$ cat src/rtl/urv_dm_wb_bridge.sv
// uRV data-memory port to pipelined Wishbone B4 master bridge.
// One single-beat bus cycle per load/store strobe, with bus timeout and sticky error capture.
//
// state | meaning
// IDLE  | ready, waiting for a load/store strobe
// REQ   | cyc=stb=1, waiting for the slave to drop stall
// WAIT  | cyc=1, stb=0, waiting for ack/err
// DONE  | one-cycle done pulse; a new request may be accepted here
module urv_dm_wb_bridge #(
  parameter int unsigned g_timeout_cycles = 255
) (
  input  logic        clk_i,
  input  logic        rst_n_i,
  input  logic [31:0] dm_addr_i,
  input  logic [31:0] dm_data_s_i,
  input  logic [3:0]  dm_data_select_i,
  input  logic        dm_store_i,
  input  logic        dm_load_i,
  output logic        dm_ready_o,
  output logic [31:0] dm_data_l_o,
  output logic        dm_load_done_o,
  output logic        dm_store_done_o,
  output logic [31:0] wb_adr_o,
  output logic [31:0] wb_dat_o,
  output logic [3:0]  wb_sel_o,
  output logic        wb_we_o,
  output logic        wb_cyc_o,
  output logic        wb_stb_o,
  input  logic [31:0] wb_dat_i,
  input  logic        wb_ack_i,
  input  logic        wb_err_i,
  input  logic        wb_stall_i,
  output logic        bus_err_o,
  output logic [31:0] bus_err_addr_o,
  input  logic        bus_err_clr_i
);

  typedef enum logic [1:0] {ST_IDLE, ST_REQ, ST_WAIT, ST_DONE} state_t;

  localparam bit          c_to_en   = (g_timeout_cycles != 0);
  localparam logic [15:0] c_to_last = c_to_en ? 16'(g_timeout_cycles - 1) : 16'd0;

  state_t      state_q, state_d;
  logic [31:0] adr_q, adr_d, dat_q, dat_d, data_l_q, data_l_d, err_addr_q, err_addr_d;
  logic [3:0]  sel_q, sel_d;
  logic        we_q, we_d, bus_err_q, bus_err_d;
  logic [15:0] cnt_q, cnt_d;
  logic        busy, accept, timeout, fail, complete;

  always_comb begin
    state_d    = state_q;
    adr_d      = adr_q;
    dat_d      = dat_q;
    sel_d      = sel_q;
    we_d       = we_q;
    cnt_d      = cnt_q;
    data_l_d   = data_l_q;
    bus_err_d  = bus_err_q;
    err_addr_d = err_addr_q;

    busy     = (state_q == ST_REQ) || (state_q == ST_WAIT);
    accept   = ((state_q == ST_IDLE) || (state_q == ST_DONE)) && (dm_store_i || dm_load_i);
    timeout  = c_to_en && busy && (cnt_q == c_to_last) && !wb_ack_i && !wb_err_i;
    fail     = busy && (wb_err_i || timeout);
    complete = busy && (wb_ack_i || wb_err_i || timeout);

    unique case (state_q)
      ST_IDLE, ST_DONE: state_d = accept ? ST_REQ : ST_IDLE;
      ST_REQ: begin
        if (complete)         state_d = ST_DONE;
        else if (!wb_stall_i) state_d = ST_WAIT;
      end
      ST_WAIT: if (complete) state_d = ST_DONE;
      default: state_d = ST_IDLE;
    endcase

    if (accept) begin
      adr_d = dm_addr_i;
      dat_d = dm_data_s_i;
      sel_d = dm_data_select_i;
      we_d  = dm_store_i;
      cnt_d = 16'd0;
    end else if (busy) begin
      cnt_d = cnt_q + 16'd1;
    end

    if (busy && wb_ack_i && !wb_err_i && !we_q) data_l_d = wb_dat_i;
    if (fail && !we_q)                            data_l_d = 32'd0;

    // A new failure overrides a simultaneous clear; only the first address is kept.
    if (bus_err_clr_i) bus_err_d = 1'b0;
    if (fail) begin
      bus_err_d = 1'b1;
      if (!bus_err_q) err_addr_d = adr_q;
    end
  end

  always_ff @(posedge clk_i or negedge rst_n_i) begin
    if (!rst_n_i) begin
      state_q    <= ST_IDLE;
      adr_q      <= '0;
      dat_q      <= '0;
      sel_q      <= '0;
      we_q       <= 1'b0;
      cnt_q      <= '0;
      data_l_q   <= '0;
      bus_err_q  <= 1'b0;
      err_addr_q <= '0;
    end else begin
      state_q    <= state_d;
      adr_q      <= adr_d;
      dat_q      <= dat_d;
      sel_q      <= sel_d;
      we_q       <= we_d;
      cnt_q      <= cnt_d;
      data_l_q   <= data_l_d;
      bus_err_q  <= bus_err_d;
      err_addr_q <= err_addr_d;
    end
  end

  assign dm_ready_o      = (state_q == ST_IDLE) || (state_q == ST_DONE);
  assign dm_load_done_o  = (state_q == ST_DONE) && !we_q;
  assign dm_store_done_o = (state_q == ST_DONE) && we_q;
  assign dm_data_l_o     = data_l_q;
  assign wb_adr_o        = adr_q;
  assign wb_dat_o        = dat_q;
  assign wb_sel_o        = sel_q;
  assign wb_we_o         = we_q;
  assign wb_cyc_o        = (state_q == ST_REQ) || (state_q == ST_WAIT);
  assign wb_stb_o        = (state_q == ST_REQ);
  assign bus_err_o       = bus_err_q;
  assign bus_err_addr_o  = err_addr_q;

endmodule
$ cat config.mk
export PLATFORM = sky130hd
export DESIGN_NAME = urv_dm_wb_bridge
export DESIGN_NICKNAME = d
export VERILOG_FILES = /design/src/rtl/urv_dm_wb_bridge.sv
export SDC_FILE = /design/constraint.sdc
export NUM_CORES = 1
export LEC_CHECK = 0
export CAP_MARGIN = 20
export CORE_MARGIN = 4
export CORE_UTILIZATION = 48
export CTS_BUF_LIST = sky130_fd_sc_hd__clkbuf_4 sky130_fd_sc_hd__clkbuf_8
export DETAILED_ROUTE_END_ITERATION = 10
export PLACE_DENSITY = 0.89
export SYNTH_ARGS = -nofsm -noshare
export SYNTH_HDL_FRONTEND = slang
export SYNTH_SLANG_ARGS = --single-unit
$ cat constraint.sdc
create_clock -name clk_i -period 6.9 [get_ports clk_i]
set_clock_uncertainty 0.15 [all_clocks]
set_input_delay 1.38 -clock clk_i [delete_from_list [all_inputs] [get_ports clk_i]]
set_output_delay 1.38 -clock clk_i [all_outputs]
set_load 0.02 [all_outputs]
==> reports/qor.txt, run 1 <==
Status = finished, final reports clean
Final setup violation count = 0
Nets = 958
Via density = 5.07
Rows = 40
Post-synthesis async set-or-reset flop share = 1.00
WP depth = 4
Clk buf depth = 2
First drt pass iteration count = 5
Worst Reg2Reg Path Length in Cells = 7
Total gr overflow = 0
Dpl hpwl = 12.3 mm
WL final = 17.1 mm
Share of cells above drive strength 1 = 0.0887
Worst setup path start = state_q[0]$_DFFE_PN0P_
Ys flop type = dfrtp_1
Worst Setup Start Kind = register
Met3 global-route usage = 0.0861
Pre-CTS setup slack = 3.06 ns
Port Buf Inserts = 246
P&R area growth vs syn = 50.5%
Total Die Area = 14,500 um2
Post-synth top area share = 0.628
Hold Violations, Final = 0
CTS Buf Count = 17
First-pass GRT wire length = 27.7 mm
Commonest non-fill, non-tap cell in the layout = clkdlybuf4s50_1
Crit-path max FO = 14
CTS tree = yes
Syn nets = 717
Leading area contributor after synthesis = dfrtp_1
Post-CTS sizing = 0
Largest cells by area after synthesis = dfrtp_1, nand2_1, mux2_2
Setup slack, reg-to-reg = 3.95 ns
Met2 Use GR = 0.416
Busiest grt layer = met2
Worst R2R Start = state_q[0]$_DFFE_PN0P_
CTS Hold Buffers Added = 0
Final Cycle Share = 0.609
Fin crit period = 4.20 ns
Largest net degree at the start of global routing = 79
CTS Sinks = 152
Worst VDD drop = 0.000339 V
Die Span Y = 120 um
Initial antenna violation count = 0
Crit path capture type = output pin
Grt met1 use = 0.280
Leakage = 4.20 nW
Max_cap viols = 0
Synth Area per Inst = 10.0 um2
Gpl congestion = 0.837
DRC Markers = 0
Hold Path Class = register to register
Starting DRT DRC Count = 400
Worst skew pair latency = 0.43 ns
CORE AREA = 12,200 um2
Slew headroom = 0.320
Unique cell type count in the Yosys netlist = 36
Setup_tns = 0 ns
YS warnings = 0
Routed len/inst = 16.7 um
Worst path max stage delay = 0.69 ns
Peak Freq = 238 MHz
Tot GR Track Use = 0.241
Crit path DAT = 2.67 ns
Register bit count reported by yosys = 152
Vias in the first global route = 5,501
Worst endpoint required time = 5.37 ns
Initial Util = 0.498
R2r endpoint = state_q[0]$_DFFE_PN0P_
Post-synthesis sequential area ratio = 0.628
Via count = 5,193
CP delay by family, top = buffers and inverters
Clock Pin Slew Worst Setup and Hold Paths = 0.08 ns
Synthesized area = 6060 um2
H-tree level count = 4
Fin. max-slew vios = 0
Final ANT Viol Nets = 0
# diodes = 0
Slowest CP cell = ha_1
Measured slew at the worst slew-check pin = 1.02 ns
RSZ-0062 raised after global routing = no
PD cells = 516 nW/um2
Cells after Synth = 604
Commonest non-fill, non-tap cells in the layout = clkdlybuf4s50_1, nand2_1, dfrtp_1
Root Buffer = clkbuf_8
Post-synth EDFFs = 0
Postcts setup bufs = 0
Fin worst setup slack = 2.70 ns
CP bufs+invs = 3
Chip width = 120 um
Boundary Pins = 247
Critical Path End = wb_cyc_o
CP Class = register to output pin
CP Cell Sequence = inv_1 -> ha_1 -> clkinv_1 -> clkdlybuf4s50_1
## layer usage
metal	vias to the layer above	wire length, um
met1	2517	6620
met4	0	432
met2	216	8590
met3	34	1470
li1	2426	-
met5	-	0
## flip-flops by register name, indices dropped and copies added, names as in the netlist
name	count
wb_adr_o	32
state_q	2
wb_we_o	1
wb_sel_o	4
bus_err_o	1
wb_dat_o	32
dm_data_l_o	32
bus_err_addr_o	32
cnt_q	16
## area by class of cell
cell class                 instances  area, um2
sequential                       152       3800
fill                             792       3040
timing repair buffer             252       2530
multi-input combinational        415       2110
clock buffer                      18        241
tap                              168        210
clock inverter                    13        195
inverter                           7       26.3
## tightest hold or removal path, stage by stage, from the launching register on
cell and delay, ns:
dfrtp_1 0.35, nand2_1 0.05, nand2_1 0.05
## through the flow
step | utilization | instance area (um2) | hold WS (ns) | total power [W] | cells
after global routing | 0.750 | 9120 | 0.347 | 0.00501 | 1025
after global placement | 0.712 | 8660 | 0.309 | 0.00387 | 993
final | 0.750 | 9120 | 0.327 | 0.00471 | 1025
after floorplan | - | 6060 | 0.296 | 0.00284 | 604
after detailed placement | 0.712 | 8660 | 0.312 | 0.00398 | 993
after CTS | 0.748 | 9090 | 0.332 | 0.00474 | 1024
## how the worst min path moves through the flow
stage,end,from,depth (start not counted)
floorplan,cnt_q[15]$_DFFE_PN0P_,cnt_q[15]$_DFFE_PN0P_,1
global placement,wb_dat_o[24]$_DFFE_PN0P_,wb_dat_o[24]$_DFFE_PN0P_,2
detailed placement,wb_dat_o[18]$_DFFE_PN0P_,wb_dat_o[18]$_DFFE_PN0P_,2
CTS,wb_dat_o[18]$_DFFE_PN0P_,wb_dat_o[18]$_DFFE_PN0P_,2
global route,wb_dat_o[16]$_DFFE_PN0P_,wb_dat_o[16]$_DFFE_PN0P_,2
finish,wb_dat_o[18]$_DFFE_PN0P_,wb_dat_o[18]$_DFFE_PN0P_,2
## synthesized netlist by cell type (3+ instances only)
cell,n
a21oi_1,4
buf_2,11
buf_6,3
clkbuf_1,16
dfrtp_1,152
ha_1,5
inv_1,6
mux2_2,31
mux2i_1,7
nand2_1,221
nand3_1,7
nand4_1,4
nor2_1,68
nor2b_1,3
nor3_1,35
o21ai_0,8
## cell families after synthesis
group,after synthesis,synth area share
AOI/OAI and AO/OA,20,0.0213
xor gates and xnor gates,1,0.00145
adders and majority gates,5,0.0103
buffers and inverters,37,0.0289
DFF,152,0.628
muxes,39,0.0710
and+or+nand+nor,350,0.239
## where the power goes
| part | switching [W] | leakage (nW) | internal, W |
|---|---|---|---|
| combinational | 0.00136 | 2.08 | 0.00107 |
| clock | 0.000339 | 0.210 | 0.000401 |
| sequential | 0.000254 | 1.91 | 0.00129 |
| total | 0.00195 | 4.20 | 0.00276 |
Power figures use the tool's default switching activity.
==> inputs of run 2 (changes only) <==
--- a/config.mk
+++ b/config.mk
@@ -7,10 +7,10 @@
 export LEC_CHECK = 0
 export CAP_MARGIN = 20
 export CORE_MARGIN = 4
-export CORE_UTILIZATION = 48
+export CORE_UTILIZATION = 45
 export CTS_BUF_LIST = sky130_fd_sc_hd__clkbuf_4 sky130_fd_sc_hd__clkbuf_8
 export DETAILED_ROUTE_END_ITERATION = 10
-export PLACE_DENSITY = 0.89
+export PLACE_DENSITY = 0.84
 export SYNTH_ARGS = -nofsm -noshare
 export SYNTH_HDL_FRONTEND = slang
 export SYNTH_SLANG_ARGS = --single-unit
==> constraint.sdc (replaced) <==
create_clock -name clk_i -period 4.2 [get_ports clk_i]
set_clock_uncertainty 0.15 [all_clocks]
set_input_delay 0.84 -clock clk_i [delete_from_list [all_inputs] [get_ports clk_i]]
set_output_delay 0.84 -clock clk_i [all_outputs]
set_load 0.02 [all_outputs]
==> reports/qor.txt, run 2 (synthesis results as in run 1) <==
Hold Violations, Final = 0
Worst setup path start = state_q[0]$_DFFE_PN0P_
Critical Path End = dm_ready_o
Power, Total = 0.00757 W
Final ANT Viol Nets = 0
Sequential share of power = 0.331
CP Class = register to output pin
H-tree level count = 4
P&R area growth vs syn = 50.2%
Worst Reg2Reg Path Length in Cells = 6
Via count = 5,062
CTS Hold Buffers Added = 0
Root Buffer = clkbuf_8
Worst Setup Start Kind = register
Int Pwr = 0.00445 W
Gpl congestion = 0.757
Post-CTS sizing = 0
Worst endpoint required time = 3.21 ns
CTS Sinks = 152
Commonest non-fill, non-tap cell in the layout = clkdlybuf4s50_1
Fin. max-slew vios = 0
Vias in the first global route = 4,963
Gate power share = 0.525
RSZ-0062 raised after global routing = no
# diodes = 0
Postcts setup bufs = 0
Tot GR Track Use = 0.204
Worst skew pair latency = 0.44 ns
Hold WS = 0.267 ns
Final setup violation count = 0
Crit-path max FO = 13
Worst path max stage delay = 0.68 ns
Peak Freq = 317 MHz
P_sw = 0.00312 W
CTS tree = yes
Via density = 4.89
Initial antenna violation count = 0
Status = finished, final reports clean
Crit path DAT = 2.16 ns
Layout fillers = 1,011
CP delay by family, top = buffers and inverters
CP bufs+invs = 3
Slowest CP cell = clkdlybuf4s50_1
Chip width = 124 um
Die Span Y = 124 um
Nets = 960
Clock Power Share = 0.143
R2r endpoint = dm_data_l_o[26]$_DFFE_PN0P_
CP Cell Sequence = inv_1 -> ha_1 -> buf_4 -> clkdlybuf4s50_1
Routed len/inst = 15.2 um
Placed inst area = 8710 um2
First drt pass iteration count = 4
Leakage = 4.20 nW
Dpl hpwl = 11.3 mm
Clk buf depth = 2
Commonest non-fill, non-tap cells in the layout = clkdlybuf4s50_1, nand2_1, dfrtp_1
First-pass GRT wire length = 24.4 mm
Total gr overflow = 0
Final Cycle Share = 0.750
WP depth = 4
Boundary Pins = 247
Switch share = 0.412
Initial Util = 0.459
Max_cap viols = 0
Starting DRT DRC Count = 303
CORE AREA = 13,200 um2
Clock Pin Slew Worst Setup and Hold Paths = 0.08 ns
Slew headroom = 0.402
Share of cells above drive strength 1 = 0.0919
PD cells = 832 nW/um2
Rows = 42
Crit path capture type = output pin
Measured slew at the worst slew-check pin = 0.894 ns
Total Die Area = 15,400 um2
Worst VDD drop = 0.000666 V
CTS Buf Count = 17
Worst R2R Start = state_q[0]$_DFFE_PN0P_
DRC Markers = 0
Setup_tns = 0 ns
Hold Path Class = input port to asynchronous set/reset pin
WL final = 15.8 mm
Final instance area = 9100 um2
Port Buf Inserts = 246
Fin crit period = 3.15 ns
Setup slack, reg-to-reg = 1.59 ns
Largest net degree at the start of global routing = 81
run 2: worst min path at each step:
stage | startpoint | endpoint | cells after the start
5_1_grt | rst_n_i | wb_dat_o[1]$_DFFE_PN0P_ | 1
4_1_cts | rst_n_i | wb_dat_o[1]$_DFFE_PN0P_ | 1
3_5_place_dp | wb_dat_o[1]$_DFFE_PN0P_ | wb_dat_o[1]$_DFFE_PN0P_ | 2
3_3_place_gp | wb_sel_o[0]$_DFFE_PN0P_ | wb_sel_o[0]$_DFFE_PN0P_ | 2
6_report | rst_n_i | wb_dat_o[4]$_DFFE_PN0P_ | 1
2_1_floorplan | cnt_q[15]$_DFFE_PN0P_ | cnt_q[15]$_DFFE_PN0P_ | 1
run 2: layout make-up:
| cell class | instances | area [um2] | area share |
|---|---|---|---|
| inverters | 7 | 26.3 | 0.00289 |
| well taps | 176 | 220 | 0.0242 |
| flip-flops and latches | 152 | 3800 | 0.418 |
| clock buffers | 20 | 263 | 0.0289 |
| multi-input cells | 415 | 2110 | 0.232 |
| repair buffers | 254 | 2550 | 0.280 |
| clock inverters | 12 | 126 | 0.0139 |
run 2: stage by stage:
step | setup slack [ns] | cells | utilization
after floorplan | 1.81 | 604 | -
after global placement | 1.16 | 1004 | 0.661
after detailed placement | 1.12 | 1004 | 0.661
after CTS | 1.02 | 1036 | 0.690
after global routing | 0.919 | 1036 | 0.690
final | 1.05 | 1036 | 0.690
run 2: power by group through the flow:
stage                     Clock [W]  Sequential (W)  Combinational (W)
final                       0.00109         0.00251            0.00398
after global routing        0.00119         0.00259            0.00430
after CTS                   0.00112         0.00251            0.00403
after detailed placement          0         0.00254            0.00402
after global placement            0         0.00250            0.00394
after floorplan                   0         0.00322            0.00144
run 2: routing by layer:
layer | track usage | vias up | wire length [um] | share of wire
met4 | 0.0862 | 0 | 396 | 0.025
met2 | 0.323 | 205 | 7460 | 0.47
met5 | 0 | - | 0 | 0
met1 | 0.248 | 2388 | 6280 | 0.40
li1 | - | 2437 | - | -
met3 | 0.0836 | 32 | 1630 | 0.10
run 2: worst register-to-register path, delay by kind of cell (launching register included):
kind | cells | cell delay, ns
AND/OR/NAND/NOR | 3 | 1.30
flip-flops | 1 | 0.44
adder cells (fa/ha/maj) | 1 | 0.31
buffers and inverters | 2 | 0.28
==> inputs of run 3 (changes only) <==
==> constraint.sdc (replaced) <==
create_clock -name clk_i -period 3.06 [get_ports clk_i]
set_clock_uncertainty 0.15 [all_clocks]
set_input_delay 0.612 -clock clk_i [delete_from_list [all_inputs] [get_ports clk_i]]
set_output_delay 0.612 -clock clk_i [all_outputs]
set_load 0.02 [all_outputs]
==> reports/qor.txt, run 3 (synthesis results as in run 1) <==
Status = finished, final reports clean
Via count = 5,102
CTS tree = yes
Worst skew pair latency = 0.44 ns
Initial Util = 0.459
Final setup violation count = 0
P&R area growth vs syn = 52.6%
RSZ-0062 raised after global routing = no
Clk buf depth = 2
Postcts setup bufs = 0
CTS Buf Count = 17
Grt met1 use = 0.242
Port Buf Inserts = 246
Final instance area = 9250 um2
CP bufs+invs = 3
Via density = 4.90
CP Class = register to output pin
Final ANT Viol Nets = 0
Crit path capture type = output pin
Commonest non-fill, non-tap cell in the layout = clkdlybuf4s50_1
Sequential share of power = 0.321
Fin. max-slew vios = 0
Tot GR Track Use = 0.206
PD cells = 1160 nW/um2
Hold Path Class = input port to asynchronous set/reset pin
CTS Hold Buffers Added = 0
Total Die Area = 15,400 um2
Initial antenna violation count = 0
Worst path max stage delay = 0.57 ns
Boundary Pins = 247
Dpl hpwl = 11.2 mm
Hold Violations, Final = 0
Clock Power Share = 0.157
Worst Setup Start Kind = register
Measured slew at the worst slew-check pin = 0.704 ns
Worst R2R Start = state_q[0]$_DFFE_PN0P_
Clock Pin Slew Worst Setup and Hold Paths = 0.08 ns
Fin crit period = 2.88 ns
CP delay by family, top = buffers and inverters
Int Pwr = 0.00638 W
WL final = 15.8 mm
# diodes = 0
First-pass GRT wire length = 24.6 mm
Routed len/inst = 15.2 um
Gate power share = 0.522
Busiest grt layer = met2
Slowest CP cell = clkdlybuf4s50_1
Root Buffer = clkbuf_8
Vias in the first global route = 5,047
P_sw = 0.00432 W
Leakage = 4.25 nW
Worst VDD drop = 0.000668 V
Switch share = 0.404
Starting DRT DRC Count = 268
DRC Markers = 0
Crit-path max FO = 10
Peak Freq = 347 MHz
Worst Reg2Reg Path Length in Cells = 5
Final Cycle Share = 0.942
Slew headroom = 0.531
CORE AREA = 13,200 um2
CP Cell Sequence = inv_1 -> ha_2 -> clkinv_1 -> clkdlybuf4s50_1
Die Span Y = 124 um
R2r endpoint = dm_data_l_o[13]$_DFFE_PN0P_
Chip width = 124 um
Power, Total = 0.0107 W
H-tree level count = 4
Worst endpoint required time = 2.30 ns
Rows = 42
Largest net degree at the start of global routing = 76
Met2 Use GR = 0.332
Crit path DAT = 2.12 ns
Total gr overflow = 0
Share of cells above drive strength 1 = 0.0983
Commonest non-fill, non-tap cells in the layout = clkdlybuf4s50_1, nand2_1, dfrtp_1
Nets = 965
Setup_tns = 0 ns
Max_cap viols = 0
First drt pass iteration count = 4
Placed inst area = 8800 um2
Setup slack, reg-to-reg = 0.57 ns
Met3 global-route usage = 0.0917
Gpl congestion = 0.754
CTS Sinks = 152
run 3: how the worst max path moves through the flow:
stage                                        endpoint                   start  slack, ns  cells past startpoint
after global routing                         wb_cyc_o  state_q[0]$_DFFE_PN0P_       0.06                      4
after global placement    dm_data_l_o[23]$_DFFE_PN0P_                wb_err_i       0.42                      4
after CTS                                    wb_cyc_o  state_q[0]$_DFFE_PN0P_       0.14                      4
final                                        wb_cyc_o  state_q[0]$_DFFE_PN0P_       0.18                      4
after detailed placement  dm_data_l_o[13]$_DFFE_PN0P_                wb_err_i       0.39                      4
after floorplan           dm_data_l_o[10]$_DFFE_PN0P_  state_q[0]$_DFFE_PN0P_       0.76                      7
run 3: timing repair:
item                                    in CTS  in global routing
gates resized for setup                      1                  0
endpoints found under the setup margin       1                  0
endpoints found under the hold margin        0                  0
run 3: final cells by class:
cell class	count	area (um2)
Fill cell	964	3940
Clock inverter	13	195
Multi-Input combinational cell	415	2120
Inverter	7	26.3
Sequential cell	152	3800
Tap cell	176	220
Clock buffer	19	249
Timing Repair Buffer	259	2640
run 3: worst register-to-register path, stage by stage (launching register included):
cell and delay, ns:
dfrtp_1 0.43, inv_1 0.07, ha_2 0.39, or4b_2 1.05, nor2_1 0.22, nor3_1 0.06
run 3: power groups by stage:
| stage | clock network (W) | logic, W | registers (W) |
|---|---|---|---|
| final | 0.00167 | 0.00558 | 0.00344 |
| after global routing | 0.00181 | 0.00606 | 0.00355 |
| after CTS | 0.00173 | 0.00567 | 0.00344 |
| after detailed placement | 0 | 0.00563 | 0.00347 |
| after global placement | 0 | 0.00554 | 0.00343 |
| after floorplan | 0 | 0.00198 | 0.00441 |
run 3: through the flow:
stage	utilization	hold slack, ns	setup slack [ns]	instances
after detailed placement	0.667	0.311	0.386	1009
after global routing	0.701	0.0657	0.0649	1041
after global placement	0.667	0.307	0.420	1009
final	0.701	0.0459	0.178	1041
after CTS	0.701	0.0397	0.136	1041
after floorplan	-	0.166	0.762	604
run 3: layer usage:
metal,vias up,share of wire
met2,205,0.48
met1,2419,0.38
met4,0,0.021
li1,2449,-
met3,29,0.11
met5,-,0
